==> src/rtl/alu_op_issue_stage.sv <==
// ALU op issue stage: registered opcode decode with valid/ready flow control,
// illegal-opcode accounting and back-pressure while a multi-cycle op runs.
module alu_op_issue_stage #(
   parameter int OP_W    = 5,
   parameter int CTRL_W  = 3,
   parameter int MUL_LAT = 3,
   parameter int MOD_LAT = 4,
   parameter int ICNT_W  = 8
) (
   input  logic              clk,
   input  logic              rst_n,
   input  logic              flush,
   input  logic              in_valid,
   output logic              in_ready,
   input  logic [OP_W-1:0]   in_op,
   output logic              out_valid,
   input  logic              out_ready,
   output logic [CTRL_W-1:0] alu_ctrl,
   output logic              illegal,
   output logic              busy,
   output logic [ICNT_W-1:0] illegal_cnt
);

   localparam int LMAX = (MUL_LAT > MOD_LAT) ? MUL_LAT : MOD_LAT;
   localparam int CW   = $clog2(LMAX + 1);

   localparam logic [4:0] OP_ADD = 5'b11000;
   localparam logic [4:0] OP_SUB = 5'b11010;
   localparam logic [4:0] OP_MUL = 5'b11110;
   localparam logic [4:0] OP_MOD = 5'b11100;
   localparam logic [4:0] OP_LSR = 5'b11001;
   localparam logic [4:0] OP_MOV = 5'b10100;

   typedef enum logic {RUN, STALL} state_t;

   state_t            state;
   logic [CW-1:0]     cnt;
   logic              is_mul;
   logic              is_mod;

   logic [CTRL_W-1:0] dec_ctrl;
   logic              dec_ill;
   logic              dec_mul;
   logic              dec_mod;
   logic              hi_zero;
   logic              retire;
   logic              multi_ret;
   logic              accept;

   assign hi_zero = ((in_op >> 5) == '0);

   always_comb begin
      dec_ctrl = '1;
      dec_ill  = 1'b1;
      dec_mul  = 1'b0;
      dec_mod  = 1'b0;
      unique case (1'b1)
         (hi_zero && in_op[4:0] == OP_ADD): begin
            dec_ctrl = CTRL_W'(0);
            dec_ill  = 1'b0;
         end
         (hi_zero && in_op[4:0] == OP_SUB): begin
            dec_ctrl = CTRL_W'(1);
            dec_ill  = 1'b0;
         end
         (hi_zero && in_op[4:0] == OP_MUL): begin
            dec_ctrl = CTRL_W'(2);
            dec_ill  = 1'b0;
            dec_mul  = 1'b1;
         end
         (hi_zero && in_op[4:0] == OP_MOD): begin
            dec_ctrl = CTRL_W'(3);
            dec_ill  = 1'b0;
            dec_mod  = 1'b1;
         end
         (hi_zero && in_op[4:0] == OP_LSR): begin
            dec_ctrl = CTRL_W'(4);
            dec_ill  = 1'b0;
         end
         (hi_zero && in_op[4:0] == OP_MOV): begin
            dec_ctrl = CTRL_W'(5);
            dec_ill  = 1'b0;
         end
         default: ;
      endcase
   end

   // A retiring multi-cycle op blocks the slot it would otherwise free.
   assign retire    = out_valid & out_ready;
   assign multi_ret = retire &
                      ((is_mul & (MUL_LAT > 1)) | (is_mod & (MOD_LAT > 1)));
   assign in_ready  = (state == RUN) & ~flush &
                      (~out_valid | (out_ready & ~multi_ret));
   assign accept    = in_valid & in_ready;

   always_ff @(posedge clk or negedge rst_n) begin
      if (!rst_n) begin
         out_valid   <= 1'b0;
         alu_ctrl    <= '1;
         illegal     <= 1'b0;
         is_mul      <= 1'b0;
         is_mod      <= 1'b0;
         busy        <= 1'b0;
         illegal_cnt <= '0;
         cnt         <= '0;
         state       <= RUN;
      end else begin
         if (accept) begin
            out_valid <= 1'b1;
            alu_ctrl  <= dec_ctrl;
            illegal   <= dec_ill;
            is_mul    <= dec_mul;
            is_mod    <= dec_mod;
            if (dec_ill && illegal_cnt != '1)
               illegal_cnt <= illegal_cnt + ICNT_W'(1);
         end else if (retire || flush) begin
            out_valid <= 1'b0;
         end

         if (flush) begin
            state <= RUN;
            cnt   <= '0;
            busy  <= 1'b0;
         end else if (multi_ret) begin
            state <= STALL;
            busy  <= 1'b1;
            cnt   <= is_mul ? CW'(MUL_LAT - 1) : CW'(MOD_LAT - 1);
         end else if (state == STALL) begin
            if (cnt == CW'(1)) begin
               state <= RUN;
               busy  <= 1'b0;
               cnt   <= '0;
            end else begin
               cnt <= cnt - CW'(1);
            end
         end
      end
   end

endmodule

==> config.mk <==
export PLATFORM = sky130hd
export DESIGN_NAME = alu_op_issue_stage
export DESIGN_NICKNAME = d
export VERILOG_FILES = /design/src/rtl/alu_op_issue_stage.sv
export SDC_FILE = /design/constraint.sdc
export NUM_CORES = 1
export LEC_CHECK = 0
export ABC_AREA = 1
export CAP_MARGIN = 10
export CORE_MARGIN = 1
export CORE_UTILIZATION = 25
export DETAILED_ROUTE_END_ITERATION = 7
export DONT_BUFFER_PORTS = 1
export GPL_TIMING_DRIVEN = 1
export REMOVE_ABC_BUFFERS = 1
export SKIP_LAST_GASP = 1
export SYNTH_ARGS = -nofsm -noshare
export SYNTH_HDL_FRONTEND = slang
export SYNTH_SLANG_ARGS = --single-unit
==> constraint.sdc <==
create_clock -name clk -period 3.9 [get_ports clk]
set_input_delay 0.975 -clock clk [delete_from_list [all_inputs] [get_ports clk]]
set_output_delay 0.975 -clock clk [all_outputs]
set_load 0.01 [all_outputs]
==> results.md, run 1 <==
- Status: complete, but fails checks
- Failing checks: DRC
- Crit path time final: approximately 2300 ps
- Final estimated routing congestion in global placement: between 0.6 and 0.7
- DIE HEIGHT: 70.9 um
- Share of cells above drive strength 1: 8.44%
- First-pass GRT wire length: 4310 um
- Post-CTS setup buffers: 0
- Setup TNS: 0 ps
- Die area: 5020 sq um
- P_int: 0.000341 W
- Row cnt: 24
- Register area share after synthesis: 42.5%
- Clk slew on worst S/H paths: 80 ps
- # DRC: 4
- Endpoint class of the critical path: output pin
- Syn Std Cell Area: 1190 sq um
- HPWL after detailed placement: about 1800 um
- Initial Util: 26.7%
- Vias per cell: 4.66
- Unique masters post-synth: 19
- Combinational Power Share: between 10 and 15%
- Lkg Pwr: 0.680 nW
- Tot GR Track Use: 11.2%
- Layout Nets: 168
- Synth warn: 0
- Critical path class: input port to output pin
- Die width: about 71 um
- Hold Buf Count CTS: 0
- Final WL: 2500 um
- Setup-failing EPs final: 0
- Pwr dens: 360 nW/um^2
- Largest stage delay, worst path: approximately 110 ps
- Net Sw Frac: 26.7%
- Crit path cell chain: nand3_1, nand2_2, nand2_1, inv_1
- Total of max-cap violations: 0
- Worst-margin pin slew: ~420 ps
- CTS resizes: 0
- Slew HR: 72.2%
- Via count: 959
- RSZ-0062 raised after global routing: false
- Core area: roughly 4400 sq um
- Max Buffers Root-to-Sink: 2
- Clock power frac: 34.5%
- Initial antenna violation count: 0
- CP Max Fanout: 3
- Global route total overflow: 0
- Post-DR wirelength/cell: 12.1 um
- Crit-path leading delay family: simple AND/OR/NAND/NOR gates
- Worst VDD drop: 168 uV
- Placed cell area: 1240 sq um
- CTS tree: yes
- H-tree Lvls: 1
- Maximum clock frequency: between 400 and 500 MHz
- Fin. Hold Viols: 0
- Largest net degree at the start of global routing: 21
- Clock sink count: 20
- Vias in the first global route: 921
- Worst Path Required: 2920 ps
- Syn_area_per_cell: 7.86 sq um
- Arrival time at the worst endpoint: 1300 ps
- Root buf cell: clkbuf_8
- Sequential power share: 53.2%
- Port Buffer Count: 0
- Routed Antenna Nets: 0
- Final-report max-slew violation count: 0
- Crit start category: input port
- Clock buffer count from CTS: 3
- First-pass DRT Iterations: 6
- Net switching power: 0.000125 W
- # diodes: 0
- I/O pins: 25
- Skew-Pair Late Insertion Delay: 260 ps
- Post-route cell area: 1290 sq um
- Skew final: 2.73 ps
- Cells after synthesis: 151
- FF+latch count, synth: 20
- Worst path bufs/invs: 1
- Crit share post-route: between 50% and 60%
- Crit-path slowest cell: nand2_2
- Area Growth Syn to Fin: 9.18%
- Worst min path class: input port to async pin
- DRT iter0 DRCs: 22
power by group through the flow:
stage,Combinational [W],Clock [W],Sequential (W)
final,0.0000574,0.000161,0.000248
after floorplan,0.0000480,0,0.000248
after detailed placement,0.0000571,0,0.000252
after global routing,0.0000661,0.000181,0.000251
after CTS,0.0000576,0.000169,0.000248
after global placement,0.0000566,0,0.000252
worst reg2reg max path: stages, from the launching register on:
cell and delay (ps):
dfrtp_1 450, ha_1 250, nand2_1 100, nor2_1 70
nand2_1 110, nand3_4 170, nor2_8 190, nand2_1 70
nand2_1 80
flip-flops by register name, indices dropped and copies added (netlist names):
name         cells
alu_ctrl         3
busy             1
cnt              3
illegal          1
illegal_cnt      8
is_mod           1
is_mul           1
out_valid        1
state            1
cell families (layout without fill, tap and decap cells):
logic type,count (synthesis),count (layout),share of synthesized area (%)
compound gates,20,20,10.5
xor+xnor,5,5,3.69
fa+ha+maj,3,3,3.16
buf+inv,21,24,7.28
flops,20,20,42.5
simple gates,82,82,32.8
cell type report:
type	count	area [sq um]
clock buffers	4	55.1
fillers	494	3150
inverters	20	75.1
multi-input cells	110	596
flip-flops and latches	20	504
well taps	52	65.1
stage by stage:
stage	power (W)	hold WS, ps	instances	util, %	worst slack, ps
floorplan	0.000296	474	150	-	1660
detailed placement	0.000309	486	202	27.9	1620
global placement	0.000309	488	202	27.9	1620
finish	0.000466	403	206	29.1	1620
CTS	0.000475	391	206	29.1	1620
global route	0.000499	377	206	29.1	1590
worst paths after layout:
kind	slack (ps)	depth (start not counted)	startpoint	endpoint
worst max-delay path	1620	4	out_ready	in_ready
worst min-delay path	400	0	rst_n	is_mul
worst max register to register	2340	8	illegal_cnt[0]	illegal_cnt[2]
worst min register to register	500	2	alu_ctrl[2]	alu_ctrl[2]
max in group asynchronous	3330	0	rst_n	alu_ctrl[0]
min in group clk	500	2	alu_ctrl[2]	alu_ctrl[2]
placed cells by master (no fill, tap or decap):
cell	n
nand3_4	2
clkbuf_8	4
nand2_2	2
nand2_1	49
nand3_1	11
dfstp_2	3
nor2_4	1
nor3_1	1
inv_1	20
nor2_8	1
xor2_1	5
nand4_1	4
ha_1	3
a21oi_1	3
dfrtp_1	17
o21ai_0	7
nor2_1	11
a211oi_1	1
o21bai_1	9
per-layer routing:
layer  part of all wire, %  global-route usage, %  up-vias  wire [um]
met1                    48                   13.5      451       1190
met2                    46                   18.5       16       1140
li1                      -                      -      490          -
met5                     0                      0        -          0
met4                  0.68                   2.67        0         17
met3                   6.0                   4.70        2        149
synthesized netlist by cell type, drive strengths merged:
cell type	instances	area [sq um]
a211oi	1	7.51
a21oi	3	15.0
buf	1	11.3
dfrtp	17	425
dfstp	3	78.8
ha	3	37.5
inv	20	75.1
nand2	51	196
nand3	13	90.1
nand4	4	25.0
nor2	13	72.6
nor3	1	5.00
o21ai	7	35.0
o21bai	9	67.6
xor2	5	43.8
Note: power is estimated with default switching activity, not from simulation.
==> run 2: changes to the inputs <==
==> constraint.sdc (replaced) <==
create_clock -name clk -period 2.25 [get_ports clk]
set_input_delay 0.5625 -clock clk [delete_from_list [all_inputs] [get_ports clk]]
set_output_delay 0.5625 -clock clk [all_outputs]
set_load 0.01 [all_outputs]
==> results.md, run 2 (synthesis gave the netlist of run 1 again) <==
- Worst-margin pin slew: 808 ps (was 416 ps)
- Worst path bufs/invs: 2 (was 1)
- Area Growth Syn to Fin: 11.4% (was 9.18%)
- Max FFs per register: 8 (unchanged)
- Maximum clock frequency: between 600 and 700 MHz
- Pwr dens: 675 nW/um^2 (was 360 nW/um^2)
- Layout Nets: 169 (was 168)
- # DRC: 4 (unchanged)
- Initial Util: 26.7% (unchanged)
- Post-route cell area: 1320 sq um (was 1290 sq um)
- Most frequent cells in the layout: nand2_1, inv_1, dfrtp_1, nand3_1, nor2_1 (unchanged)
- Status: complete, but fails checks (unchanged)
- Clk slew on worst S/H paths: 80 ps (about the same)
- Critical path class: flip-flop to output pin (was input port to output pin)
- Crit path top cell by count: inv_1
- # diodes: 0 (unchanged)
- Row cnt: 24 (unchanged)
- Failing checks: DRC (unchanged)
- Clock sink count: 20 (unchanged)
- Die width: 70.9 um (unchanged)
- Placed cell area: 1240 sq um (unchanged)
- RSZ-0062 raised after global routing: false (unchanged)
- Worst VDD drop: 294 uV (was 168 uV)
- Setup-failing EPs final: 0 (unchanged)
- Fin. Hold Viols: 0 (unchanged)
- Post-CTS setup buffers: 0 (unchanged)
- DRT iter0 DRCs: 29 (was 22)
- Fillcell total: 495 (was 494)
- Lkg Pwr: 0.691 nW (was 0.680 nW)
- Arrival time at the worst endpoint: 1090 ps (was 1300 ps)
- First-pass GRT wire length: 4260 um (was 4310 um)
- Post-DR wirelength/cell: 11.5 um (was 12.1 um)
- Tot GR Track Use: 10.9% (was 11.2%)
- Crit start category: flip-flop (was input port)
- CTS resizes: 0 (unchanged)
- First-pass DRT Iterations: 5 (was 6)
- Via count: 906 (was 959)
- Biggest register: illegal_cnt (unchanged)
- Vias per cell: 4.38 (was 4.66)
- Crit path cell chain: inv_1, nand3_1, nand2_2, nand2_1, inv_1 (was nand3_1, nand2_2, nand2_1, inv_1)
- Port Buffer Count: 0 (unchanged)
- Crit path time final: 1650 ps
- Largest stage delay, worst path: 410 ps (was 110 ps)
- Setup TNS: 0 ps (unchanged)
- HPWL after detailed placement: 1770 um (was 1830 um)
- Endpoint class of the critical path: output pin (unchanged)
- Global route total overflow: 0 (unchanged)
- Die area: 5020 sq um (unchanged)
- Final WL: 2380 um (was 2500 um)
- Crit-path slowest cell: dfrtp_1 (was nand2_2)
- Max Buffers Root-to-Sink: 2 (unchanged)
- Skew final: 2.31 ps (was 2.73 ps)
- CTS tree: yes (unchanged)
- Worst min path class: input port to async pin (unchanged)
- Total of max-cap violations: 0 (unchanged)
- I/O pins: 25 (unchanged)
- Share of cells above drive strength 1: 8.39% (was 8.44%)
- Crit-path leading delay family: flip-flops (was simple AND/OR/NAND/NOR gates)
- Core area: 4440 sq um (unchanged)
- DIE HEIGHT: 70.9 um (unchanged)
- Biggest registers after layout: illegal_cnt: 8 flops, alu_ctrl: 3 flops, cnt: 3 flops (unchanged)
- Final estimated routing congestion in global placement: 0.757 (was 0.698)
- Skew-Pair Late Insertion Delay: 260 ps (about the same)
- Root buf cell: clkbuf_8 (unchanged)
- Routed Antenna Nets: 0 (unchanged)
- Vias in the first global route: 941 (was 921)
- Crit share post-route: 73.4%
- Slew HR: 46.0% (was 72.2%)
- Initial antenna violation count: 0 (unchanged)
- Worst Path Required: 1690 ps (was 2920 ps)
- Largest net degree at the start of global routing: 18 (was 21)
- Final-report max-slew violation count: 0 (unchanged)
- H-tree Lvls: 1 (unchanged)
- Most common cell after layout, fill and taps aside: nand2_1 (unchanged)
- Clock buffer count from CTS: 3 (unchanged)
- CP Max Fanout: 4 (was 3)
- Final core occ: 29.7% (was 29.1%)
[run 2: worst reg2reg max path, cell delays in order, from the launching register on]
cell and delay, ps:
dfrtp_1 450, ha_1 260, nand2_1 90, nor2_1 70, nand2_1 120, nand3_4 160, nor2_8 170, nand2_1 70
nand2_1 60
[run 2: repair_timing]
| item | 4_1_cts | 5_1_grt |
|---|---|---|
| endpoints found under the setup margin | 0 | 0 |
| hold endpoints to repair | 17 | 0 |
| hold buffers | 1 | 0 |
[run 2: final timing paths]
path | startpoint | endpoint | slack (ps) | depth (start not counted)
min | rst_n | alu_ctrl[0] | 140 | 0
max in group asynchronous | rst_n | busy | 910 | 1
min reg2reg | alu_ctrl[2] | alu_ctrl[2] | 500 | 2
min in group clk | flush | state | 360 | 1
max | is_mul | in_ready | 600 | 5
max reg2reg | illegal_cnt[0] | illegal_cnt[3] | 750 | 8
[run 2: report_power, final]
| part | internal (W) | total, W | leakage, nW | switching [W] |
|---|---|---|---|---|
| combinational | 0.0000382 | 0.000104 | 0.435 | 0.0000654 |
| clock | 0.000237 | 0.000359 | 0.0357 | 0.000122 |
| sequential | 0.000399 | 0.000429 | 0.220 | 0.0000300 |
[run 2: through the flow]
stage / setup WS [ps] / std cells / hold WS [ps] / total power (W)
2_1_floorplan: 834 / 150 / 267 / 0.000513
3_3_place_gp: 752 / 202 / 268 / 0.000534
3_5_place_dp: 732 / 202 / 268 / 0.000534
4_1_cts: 575 / 207 / 121 / 0.000915
5_1_grt: 494 / 207 / 111 / 0.000950
6_report: 598 / 207 / 139 / 0.000891
[run 2: cell type report]
| cell class | instances | area (sq um) | share of cell area, % |
|---|---|---|---|
| clock buffer | 3 | 41.3 | 3.12 |
| clock inverter | 1 | 30.0 | 2.27 |
| multi-input combinational | 110 | 596 | 45.1 |
| inverter | 20 | 75.1 | 5.68 |
| tap | 52 | 65.1 | 4.92 |
| sequential | 20 | 504 | 38.2 |
| timing repair buffer | 1 | 10.0 | 0.758 |
[run 2: metal layers]
layer	part of all wire, %	wire length [um]	global-route usage, %	vias to the layer above
met5	0	0	0	-
met4	0.88	21	4.00	0
met3	5.5	132	4.42	2
met2	46	1090	17.5	12
met1	48	1140	13.2	396
li1	-	-	-	496
==> run 3: changes to the inputs <==
==> constraint.sdc (replaced) <==
create_clock -name clk -period 1.4 [get_ports clk]
set_input_delay 0.35 -clock clk [delete_from_list [all_inputs] [get_ports clk]]
set_output_delay 0.35 -clock clk [all_outputs]
set_load 0.01 [all_outputs]
==> results.md, run 3 (synthesis gave the netlist of run 1 again) <==
- Status: finished, final reports clean (was complete, but fails checks)
- Layout Nets: 188 (was 169)
- Share of cells above drive strength 1: 21.3% (was 8.39%)
- Clock buffer count from CTS: 3 (unchanged)
- H-tree Lvls: 1 (unchanged)
- Clk slew on worst S/H paths: 80 ps (about the same)
- Vias per cell: 4.45 (was 4.38)
- First-pass DRT Iterations: 6 (was 5)
- Crit path time final: 1330 ps
- Most frequent cells in the layout: nand2_1, inv_1, dfrtp_1, buf_4, nor2_1 (was nand2_1, inv_1, dfrtp_1, nand3_1, nor2_1)
- Crit share post-route: 95.2%
- Clock sink count: 20 (unchanged)
- DRT iter0 DRCs: 47 (was 29)
- I/O pins: 25 (unchanged)
- Largest net degree at the start of global routing: 21 (was 18)
- Setup TNS: 0 ps (unchanged)
- P_int: 0.000927 W (was 0.000674 W)
- Combinational Power Share: 16.0% (was 11.6%)
- Worst Hold Path EP: state
- Slew HR: 38.5% (was 46.0%)
- Net switching power: 0.000356 W (was 0.000217 W)
- R2R setup slack: 70 ps (was 750 ps)
- HPWL after detailed placement: 1930 um (was 1770 um)
- Final estimated routing congestion in global placement: 0.817 (was 0.757)
- Core area: 4440 sq um (unchanged)
- Hold path start: flush
- Skew-Pair Late Insertion Delay: 250 ps (was 260 ps)
- Crit start category: flip-flop (unchanged)
- Global route total overflow: 0 (unchanged)
- # diodes: 0 (unchanged)
- Die width: 70.9 um (unchanged)
- Most common cell after layout, fill and taps aside: nand2_1 (unchanged)
- Worst min path class: input port to flip-flop (was input port to async pin)
- RSZ-0062 raised after global routing: true (was false)
- Clock power frac: 30.5% (was 40.3%)
- Arrival time at the worst endpoint: 1470 ps (was 1090 ps)
- Initial antenna violation count: 0 (unchanged)
- Fin cells: 226 (was 207)
- Total of max-cap violations: 0 (unchanged)
- Die area: 5020 sq um (unchanged)
- # DRC: 0 (was 4)
- Worst Reg-to-Reg Cells: 5 (was 8)
- Reg2reg end: cnt[0] (was illegal_cnt[3])
- Sequential power share: 53.5% (was 48.1%)
- Post-DR wirelength/cell: 11.5 um (about the same)
- Vias in the first global route: 1014 (was 941)
- Area Growth Syn to Fin: 23.7% (was 11.4%)
- FF-to-FF Start: is_mul (was illegal_cnt[0])
- Port Buffer Count: 0 (unchanged)
- Initial Util: 26.7% (unchanged)
- Max FFs per register: 8 (unchanged)
- First-pass GRT wire length: 4620 um (was 4260 um)
- Final-report max-slew violation count: 0 (unchanged)
- Lkg Pwr: 0.773 nW (was 0.691 nW)
- Multi-input gate area: 618 sq um (was 596 sq um)
- Storage element area: 504 sq um (unchanged)
- Via count: 1006 (was 906)
- Critical path class: flip-flop to flip-flop (was flip-flop to output pin)
- Biggest registers after layout: illegal_cnt: 8 flops, alu_ctrl: 3 flops, cnt: 3 flops (unchanged)
- Skew final: 2.35 ps (was 2.31 ps)
- CP Max Fanout: 6 (was 4)
- Root buf cell: clkbuf_8 (unchanged)
- Hold path depth: 1
- Tot GR Track Use: 12.0% (was 10.9%)
- CTS tree: yes (unchanged)
- Placed cells: 217 (was 202)
- Final WL: 2600 um (was 2380 um)
- Worst-margin pin slew: 923 ps (was 808 ps)
- DIE HEIGHT: 70.9 um (unchanged)
- Routed Antenna Nets: 0 (unchanged)
- Setup-failing EPs final: 0 (unchanged)
- Worst VDD drop: 355 uV (was 294 uV)
- Net Sw Frac: 27.8% (was 24.4%)
- Max Buffers Root-to-Sink: 2 (unchanged)
- Pwr dens: 874 nW/um^2 (was 675 nW/um^2)
- Endpoint class of the critical path: flip-flop (was output pin)
- Maximum clock frequency: about 750 MHz
- Worst Path Required: 1530 ps (was 1690 ps)
- Fin. Hold Viols: 0 (unchanged)
- Fillcell total: 485 (was 495)
- Biggest register: illegal_cnt (unchanged)
- Row cnt: 24 (unchanged)
==> run 3: cell types whose count changed in the layout (fill, tap and decap cells not counted) <==
cell / change
inv_2: +2
dlygate4sd3_1: -1
buf_4: +17
nand3_1: -1
inv_1: -2
nand2_2: +2
ha_2: +1
dlymetal6s4s_1: +1
bufinv_16: -1
nand3_2: +2
buf_12: +1
ha_1: -1
nand2_1: -2
clkbuf_1: +1
==> run 3: metal layers <==
layer | wire length [um] | track usage (%)
met5 | 0 | 0
met4 | 21 | 4.00
met3 | 145 | 4.27
met2 | 1240 | 19.0
met1 | 1190 | 15.2
==> run 3: repair_timing <==
item,in CTS,in global routing
setup buffers,2,1
resized for setup,1,6
hold endpoints to repair,20,0
cloned,1,0
hold buffers,1,0
endpoints found under the setup margin,2,32
pin swaps,4,4
==> run 3: critical path, stage by stage, from the launching register on <==
cell and delay [ps]:
dfrtp_1 390, buf_4 150, o21bai_1 270, nand2_1 200, nand4_1 120, o21ai_0 90
==> run 3: area by class of cell <==
class                      instances  share of cell area [%]
timing repair buffer              19                    10.9
sequential                        20                    34.4
multi-input combinational        111                    42.1
tap                               52                    4.43
inverter                          20                    5.12
clock buffer                       4                    3.07
==> run 3: worst max path at each step <==
stage                         startpoint             end  slack [ps]  depth (start not counted)
final                             is_mul          cnt[0]          70                          5
after global routing              is_mul  illegal_cnt[0]         -50                          9
after CTS                         is_mul        in_ready           9                          5
after detailed placement  illegal_cnt[0]  illegal_cnt[6]          20                          8
after global placement    illegal_cnt[0]  illegal_cnt[1]          60                          8
after floorplan           illegal_cnt[0]  illegal_cnt[0]          70                          7
==> run 3: power by group through the flow <==
stage | Sequential, W | Combinational, W | Clock (W)
6_report | 0.000687 | 0.000205 | 0.000392
5_1_grt | 0.000692 | 0.000241 | 0.000430
4_1_cts | 0.000687 | 0.000205 | 0.000404
3_5_place_dp | 0.000698 | 0.000182 | 0
3_3_place_gp | 0.000698 | 0.000180 | 0
2_1_floorplan | 0.000691 | 0.000134 | 0
==> run 3: per-stage QoR <==
| step | total power (W) | setup WS, ps | hold WS (ps) | area, sq um | utilization [%] |
|---|---|---|---|---|---|
| 2_1_floorplan | 0.000825 | 73.7 | 54.4 | 1170 | - |
| 3_3_place_gp | 0.000877 | 59.6 | 55.2 | 1370 | 30.7 |
| 3_5_place_dp | 0.000881 | 20.5 | 55.3 | 1370 | 30.7 |
| 4_1_cts | 0.00130 | 9.46 | 142 | 1450 | 32.6 |
| 5_1_grt | 0.00136 | -49.0 | 135 | 1470 | 33.0 |
| 6_report | 0.00128 | 67.2 | 146 | 1470 | 33.0 |
